--- config.mk ---
export PLATFORM = sky130hd
export DESIGN_NAME = dram_arbiter
export DESIGN_NICKNAME = d
export VERILOG_FILES = /design/src/rtl/dram_arbiter.sv
export SDC_FILE = /design/constraint.sdc
export NUM_CORES = 1
export LEC_CHECK = 0
export CORE_AREA = 2 2 124 126
export CTS_CLUSTER_DIAMETER = 200
export DETAILED_ROUTE_END_ITERATION = 8
export DIE_AREA = 0 0 126 128
export GPL_ROUTABILITY_DRIVEN = 0
export SLEW_MARGIN = 20
export SYNTH_ARGS = -nofsm -noshare
export SYNTH_HDL_FRONTEND = slang
export SYNTH_SLANG_ARGS = --single-unit
--- constraint.sdc ---
create_clock -name clk -period 2.1 [get_ports clk]
set_clock_uncertainty 0.1 [all_clocks]
set_input_delay 0.42 -clock clk [delete_from_list [all_inputs] [get_ports clk]]
set_output_delay 0.42 -clock clk [all_outputs]
set_load 0.03 [all_outputs]
--- src/rtl/dram_arbiter.sv ---
// dram_arbiter: two-master arbiter in front of a single-ported data RAM, one beat at a time.
// Optional feature: define ARB_RR_EN for round-robin tie-breaking (default: master 1 wins ties).
`default_nettype none

module dram_arbiter #(
    parameter int AW        = 32,
    parameter int DW        = 32,
    parameter int MAX_BEATS = 4
) (
    input  logic          clk,
    input  logic          rst,
    input  logic          m0_cyc_i,
    input  logic          m0_std_i,
    input  logic          m0_we_i,
    input  logic [3:0]    m0_sel_i,
    input  logic [AW-1:0] m0_addr_i,
    input  logic [DW-1:0] m0_data_i,
    output logic [DW-1:0] m0_data_o,
    output logic          m0_ack_o,
    input  logic          m1_cyc_i,
    input  logic          m1_std_i,
    input  logic          m1_we_i,
    input  logic [3:0]    m1_sel_i,
    input  logic [AW-1:0] m1_addr_i,
    input  logic [DW-1:0] m1_data_i,
    output logic [DW-1:0] m1_data_o,
    output logic          m1_ack_o,
    output logic          s_cyc_o,
    output logic          s_std_o,
    output logic          s_we_o,
    output logic [3:0]    s_sel_o,
    output logic [AW-1:0] s_addr_o,
    output logic [DW-1:0] s_data_o,
    input  logic [DW-1:0] s_data_i,
    input  logic          s_ack_i,
    output logic [1:0]    grant_o
);

    localparam int CW = $clog2(MAX_BEATS + 1);
    localparam logic [CW-1:0] BEAT_LIMIT = CW'(MAX_BEATS);

    typedef enum logic [1:0] {
        IDLE  = 2'd0,
        ISSUE = 2'd1,
        WAIT  = 2'd2,
        NEXT  = 2'd3
    } state_t;

    state_t          state, state_nxt;
    logic            owner, owner_nxt;
    logic [1:0]      grant, grant_nxt;
    logic [CW-1:0]   beats, beats_nxt;

    logic m0_req, m1_req, own_cyc, own_std, other_req, winner;

    assign m0_req    = m0_cyc_i & m0_std_i;
    assign m1_req    = m1_cyc_i & m1_std_i;
    assign own_cyc   = owner ? m1_cyc_i : m0_cyc_i;
    assign own_std   = owner ? m1_std_i : m0_std_i;
    assign other_req = owner ? m0_req : m1_req;

`ifdef ARB_RR_EN
    // rr_last holds the most recently granted master; the other one wins a tie.
    logic rr_last, rr_nxt;

    assign winner = (m0_req & m1_req) ? ~rr_last : m1_req;

    always_ff @(posedge clk or posedge rst) begin
        if (rst) rr_last <= 1'b1;
        else     rr_last <= rr_nxt;
    end
`else
    assign winner = m1_req;
`endif

    always_ff @(posedge clk or posedge rst) begin
        if (rst) begin
            state <= IDLE;
            owner <= 1'b0;
            grant <= 2'b00;
            beats <= '0;
        end else begin
            state <= state_nxt;
            owner <= owner_nxt;
            grant <= grant_nxt;
            beats <= beats_nxt;
        end
    end

    always_comb begin
        state_nxt = state;
        owner_nxt = owner;
        grant_nxt = grant;
        beats_nxt = beats;
`ifdef ARB_RR_EN
        rr_nxt    = rr_last;
`endif
        case (state)
            IDLE: begin
                if (m0_req | m1_req) begin
                    owner_nxt = winner;
                    grant_nxt = winner ? 2'b10 : 2'b01;
                    beats_nxt = '0;
                    state_nxt = ISSUE;
`ifdef ARB_RR_EN
                    rr_nxt    = winner;
`endif
                end
            end
            ISSUE: state_nxt = WAIT;
            WAIT: begin
                if (s_ack_i) begin
                    if (beats != BEAT_LIMIT) beats_nxt = beats + CW'(1);
                    state_nxt = NEXT;
                end
            end
            NEXT: begin
                if (!own_cyc) begin
                    grant_nxt = 2'b00;
                    state_nxt = IDLE;
                end else if (own_std) begin
                    state_nxt = ISSUE;
                    // Beat budget spent while the other master waits: hand the RAM over.
                    if (beats == BEAT_LIMIT && other_req) begin
                        owner_nxt = ~owner;
                        grant_nxt = {grant[0], grant[1]};
                        beats_nxt = '0;
`ifdef ARB_RR_EN
                        rr_nxt    = ~owner;
`endif
                    end
                end
            end
            default: state_nxt = IDLE;
        endcase
    end

    assign grant_o = grant;
    assign s_cyc_o = (state != IDLE);
    assign s_std_o = (state == ISSUE);

    always_comb begin
        s_we_o   = 1'b0;
        s_sel_o  = '0;
        s_addr_o = '0;
        s_data_o = '0;
        if (state != IDLE) begin
            s_we_o   = owner ? m1_we_i   : m0_we_i;
            s_sel_o  = owner ? m1_sel_i  : m0_sel_i;
            s_addr_o = owner ? m1_addr_i : m0_addr_i;
            s_data_o = owner ? m1_data_i : m0_data_i;
        end
    end

    // A master that abandoned its cycle mid-beat gets no acknowledge.
    assign m0_ack_o  = (state == WAIT) & ~owner & s_ack_i & m0_cyc_i;
    assign m1_ack_o  = (state == WAIT) &  owner & s_ack_i & m1_cyc_i;
    assign m0_data_o = s_data_i;
    assign m1_data_o = s_data_i;

endmodule

`default_nettype wire
# After elaboration in Yosys (flattened, before gate mapping)
# Index checks and enable logic that the tools add are counted.
[word_totals]
elab_cells = 71
ramBits = 0
n_memories = 0
latch_bits = 0
rom_bits = 0
input_bits = 177
regBits = 8
[op_classes]
eq_ne = 13
bitwise = 10
n_lt_le_gt_ge = 0
n_shift = 0
mux = 34
n_div = 0
reduce_logical = 9
add_sub_neg = 1
n_mul = 0
[ops]
columns = ["op", "count"]
rows = [
  ["32-bit two-way mux", 4],
  ["2-bit two-way mux", 9],
  ["3-bit two-way mux", 6],
  ["2-bit != test (second input constant)", 6],
  ["1-bit two-way mux", 9],
  ["3-bit != test (second input constant)", 3],
  ["3-bit one-hot mux with 3 select lines", 1],
  ["1-bit AND", 8],
  ["4-bit two-way mux", 2],
  ["2-bit one-hot mux with 4 select lines", 1],
  ["7-bit AND reduction", 1],
  ["5-bit AND reduction", 1],
  ["2-bit equality test (second input constant)", 2],
  ["2-bit one-hot mux with 2 select lines", 1],
  ["4-bit AND reduction", 1],
  ["2-bit nonzero test", 2],
  ["3-bit by 1-bit adder with 3-bit output (second input constant)", 1],
  ["3-bit equality test (second input constant)", 1],
  ["3-bit AND reduction", 1],
  ["3-bit nonzero test", 1],
  ["2-bit by 1-bit equality test with 1-bit output (second input constant)", 1],
  ["2-bit logical NOT", 1],
  ["1-bit one-hot mux with 2 select lines", 1],
  ["1-bit logical AND", 1],
  ["2 further kinds", 2],
]

# Logic depth before layout (Yosys ltp)
# Gate-level depths: netlist of the first run.
[logic_depth]
ltp_word = 7
ltp_mapped = 6

# Worst setup path after synthesis of the first run
# Ideal clock, no wire load.
[synth_timing]
path_type = "register to output"
start = "register state[0]"
end = "output port s_data_o[17]"
path_slack_ns = -0.104
path_buffers = 3
t_required_ns = 1.580
path_stages_with_launch = 7
t_arrival_ns = 1.684
path_cell_list = "dfrtp_1 inv_1 ha_1 buf_2 buf_2 buf_1 nor2_1"
[synth_via]
elab_chain_len = 2
[synth_lines]
columns = ["element", "line", "source"]
rows = [
  ["start: declaration", "49", "state_t state, state_nxt;"],
  ["start signal: assignment", "83", "state <= state_nxt;"],
  ["2-bit nonzero test", "147", "if (state != IDLE) begin"],
  ["32-bit two-way mux", "147", ""],
  ["end: declaration", "33", "output logic [DW-1:0] s_data_o,"],
]
# Every way passes these cells.

# Final worst setup path of the first run
[layout_timing]
start = "register owner"
end = "output port s_data_o[3]"
[layout_via]
elab_chain_len = 2
[layout_lines]
columns = ["element", "line", "source"]
rows = [
  ["start: declaration", "50", "logic owner, owner_nxt;"],
  ["start signal: assignment", "84", "owner <= owner_nxt;"],
  ["32-bit two-way mux", "151", "s_data_o = owner ? m1_data_i : m0_data_i;"],
  ["32-bit two-way mux", "147", ""],
]
# Every way passes these cells.

==> metrics, run 1 <==
utilization after layout between 20 and 30%; wire length per cell approximately 14 µm; core area 0.0149 mm²; die area about 0.016 mm²; outcome completed; DP Worst Slack -0.0583 ns; final critical-path share of the clock period 98.3%; Layout Nets roughly 620; flop2flop setup slack around 0.24 ns; Worst Reg2Reg Path Length in Cells 5; max_cap viols 0; Required @ worst endpoint between 1.5 and 2 ns; layout overhead on the synthesized area 89.6%; Syn Nets roughly 470; peak supply drop between 0.4 and 0.5 mV; crit path max fanout 42; Die X-Extent roughly 130 µm; Worst Setup EP s_data_o[3]; setup repair after global routing missed its margin yes; Root Driver clkbuf_16; share of layout cells above drive strength 1 a little under a quarter; Synth Cell Area 0.00217 mm²; Gate Count Post-Synth 288; #FFs+latches synth 8; Final Hold Vio Count 0; Clock Sinks 8; syn avg cell area roughly 7.5 µm²; Design Area, Final 0.00412 mm²; post-route insts no fill about 630; Clock transition at path regs 0.04 ns; Final ANT Viol Nets 0; first-pass GRT wire length about 13000 µm; # DRC 0; Inst Count DP 620; startpoint types register; CP endpoint kind primary output; drt pass-1 iters 5; Cell variety after synth 35; DR iter-0 viols 63; starting density of the core 14.6%; crit path launch owner; Pleak between 1.5 and 2 nW; Row Count between 40 and 50; Hold WC Path Type in -> async; Crit Path Class reg -> out; worst slew pin tran between 0.3 and 0.4 ns; overall power a little over 5 mW; R2R Path Start owner; Ports 316; Port Buffers approximately 220; EDFF count, synth 0; Seq/Total Area, Yosys under 10%; Post-DP HPWL 7310 µm; die outline height 128 µm; cts bufs inserted 3; CTS tree done; n_diodes 0; vias in the first global route about 2500; YS warnings 0; r2r endpoint grant_o[1]; FMAX 484 MHz; post-CTS setup buffers 0; clock tree buffer depth 2; GRT overflow 0; # setup viols final 0; Vias about 2500; final WL 8860 µm; initial antenna violation count 0; Vias/cell between 3 and 4; PwrDens roughly 1200 mW/mm²; Worst-Skew Late Latency approximately 0.24 ns; largest net degree at the start of global routing 43; relative slew slack around three quarters; leading register cell type out of synthesis dfrtp_1; Filler Cell Count around 1600; PnR worst setup slack about 0.035 ns; GRT Util Overall about a tenth; critical path arrival 1.54 ns; placed instance area slightly below 0.004 mm²; hold-fix buffer count after cts 0; Pins Over Slew Limit 0; H-tree levels 1; Final Critical Period a little over 2 ns; async set-reset flop share out of synthesis 100%
-- critical path, cell delays in order (launching register included) --
cell	delay [ns]
dfrtp_4	0.51
buf_16	0.27
mux2i_1	0.24
nor2_1	0.06
buf_4	0.16
-- how the worst min path moves through the flow --
stage	slack, ns	to	startpoint
3_3_place_gp	0.43	beats[2]	beats[2]
2_1_floorplan	0.14	beats[0]	rst
3_5_place_dp	0.44	grant_o[1]	grant_o[1]
6_report	0.34	beats[0]	rst
5_1_grt	0.39	beats[0]	rst
4_1_cts	0.37	beats[0]	rst
-- cells by family after synthesis --
group / count (synthesis) / synth area share [%]
AOI/OAI and AO/OA: 15 / 5.58
xor gates and xnor gates: 1 / 0.403
adders and majority gates: 7 / 4.03
buffers and inverters: 89 / 27.7
DFF: 8 / 9.21
muxes: 77 / 36.0
and+or+nand+nor: 91 / 17.0
-- registers in the layout (all words and copies together) (netlist names) --
signal	count
state	2
beats	3
owner	1
grant_o	2
-- placed cells by master (no fill, tap or decap), types with 2 or more instances in the layout --
master / count
nor3_1: 3
dfrtp_1: 5
buf_12: 3
clkdlybuf4s50_1: 146
a21oi_1: 3
inv_1: 5
buf_4: 74
nor2_1: 71
inv_2: 2
ha_4: 2
mux2i_1: 73
mux2_4: 2
ha_1: 5
a22oi_1: 2
nand2_1: 10
clkbuf_16: 5
dfrtp_2: 2
-- where the power goes --
| part | switching (mW) | internal [mW] |
|---|---|---|
| clock | 0.0823 | 0.254 |
| combinational | 2.58 | 1.91 |
| sequential | 0.0875 | 0.230 |
| total | 2.75 | 2.39 |
-- repair_timing --
item | in CTS | in global routing
hold endpoints to repair | 0 | 0
cloned | 0 | 2
resized for setup | 3 | 7
pin swaps | 0 | 1
setup endpoints to repair | 5 | 55
-- per-layer routing --
layer	wire, µm	global-route usage (%)
met4	70	2.07
met5	0	0
met3	1080	4.34
met2	4510	17.0
met1	3190	10.3
-- through the flow --
stage	TNS (ns)	hold WS (ns)
6_report	0	0.344
5_1_grt	-0.108	0.387
4_1_cts	0	0.365
3_5_place_dp	-0.0779	0.444
3_3_place_gp	-0.00883	0.426
2_1_floorplan	-1.04	0.136
-- final cells by class --
class | count | area (µm²) | share of cell area (%)
clock buffer | 4 | 78.8 | 1.91
sequential | 8 | 206 | 5.01
timing repair buffer | 228 | 2170 | 52.8
multi-input combinational | 191 | 1400 | 34.0
tap | 188 | 235 | 5.71
inverter | 7 | 26.3 | 0.638
-- synthesized netlist by cell type, types with 2 or more instances --
cell type  number  share of area [%]
inv_1           7                1.2
nor3_1          3               0.69
dfrtp_1         8                9.2
nand2_1        10                1.7
buf_4          67                 23
ha_1            7                4.0
mux2i_1        73                 34
a21oi_1         3               0.69
clkbuf_1        5               0.86
buf_2           8                1.8
nor2_1         71                 12
mux2_4          2                1.4
a22oi_1         2               0.69
(Power assumes the default switching activity.)
==> run 2, diff against run 1 <==
HOLD_SLACK_MARGIN = 0.06   (was not set)
==> results of run 2 <==
The final DEF is identical to that of run 1; final timing and power are the same.
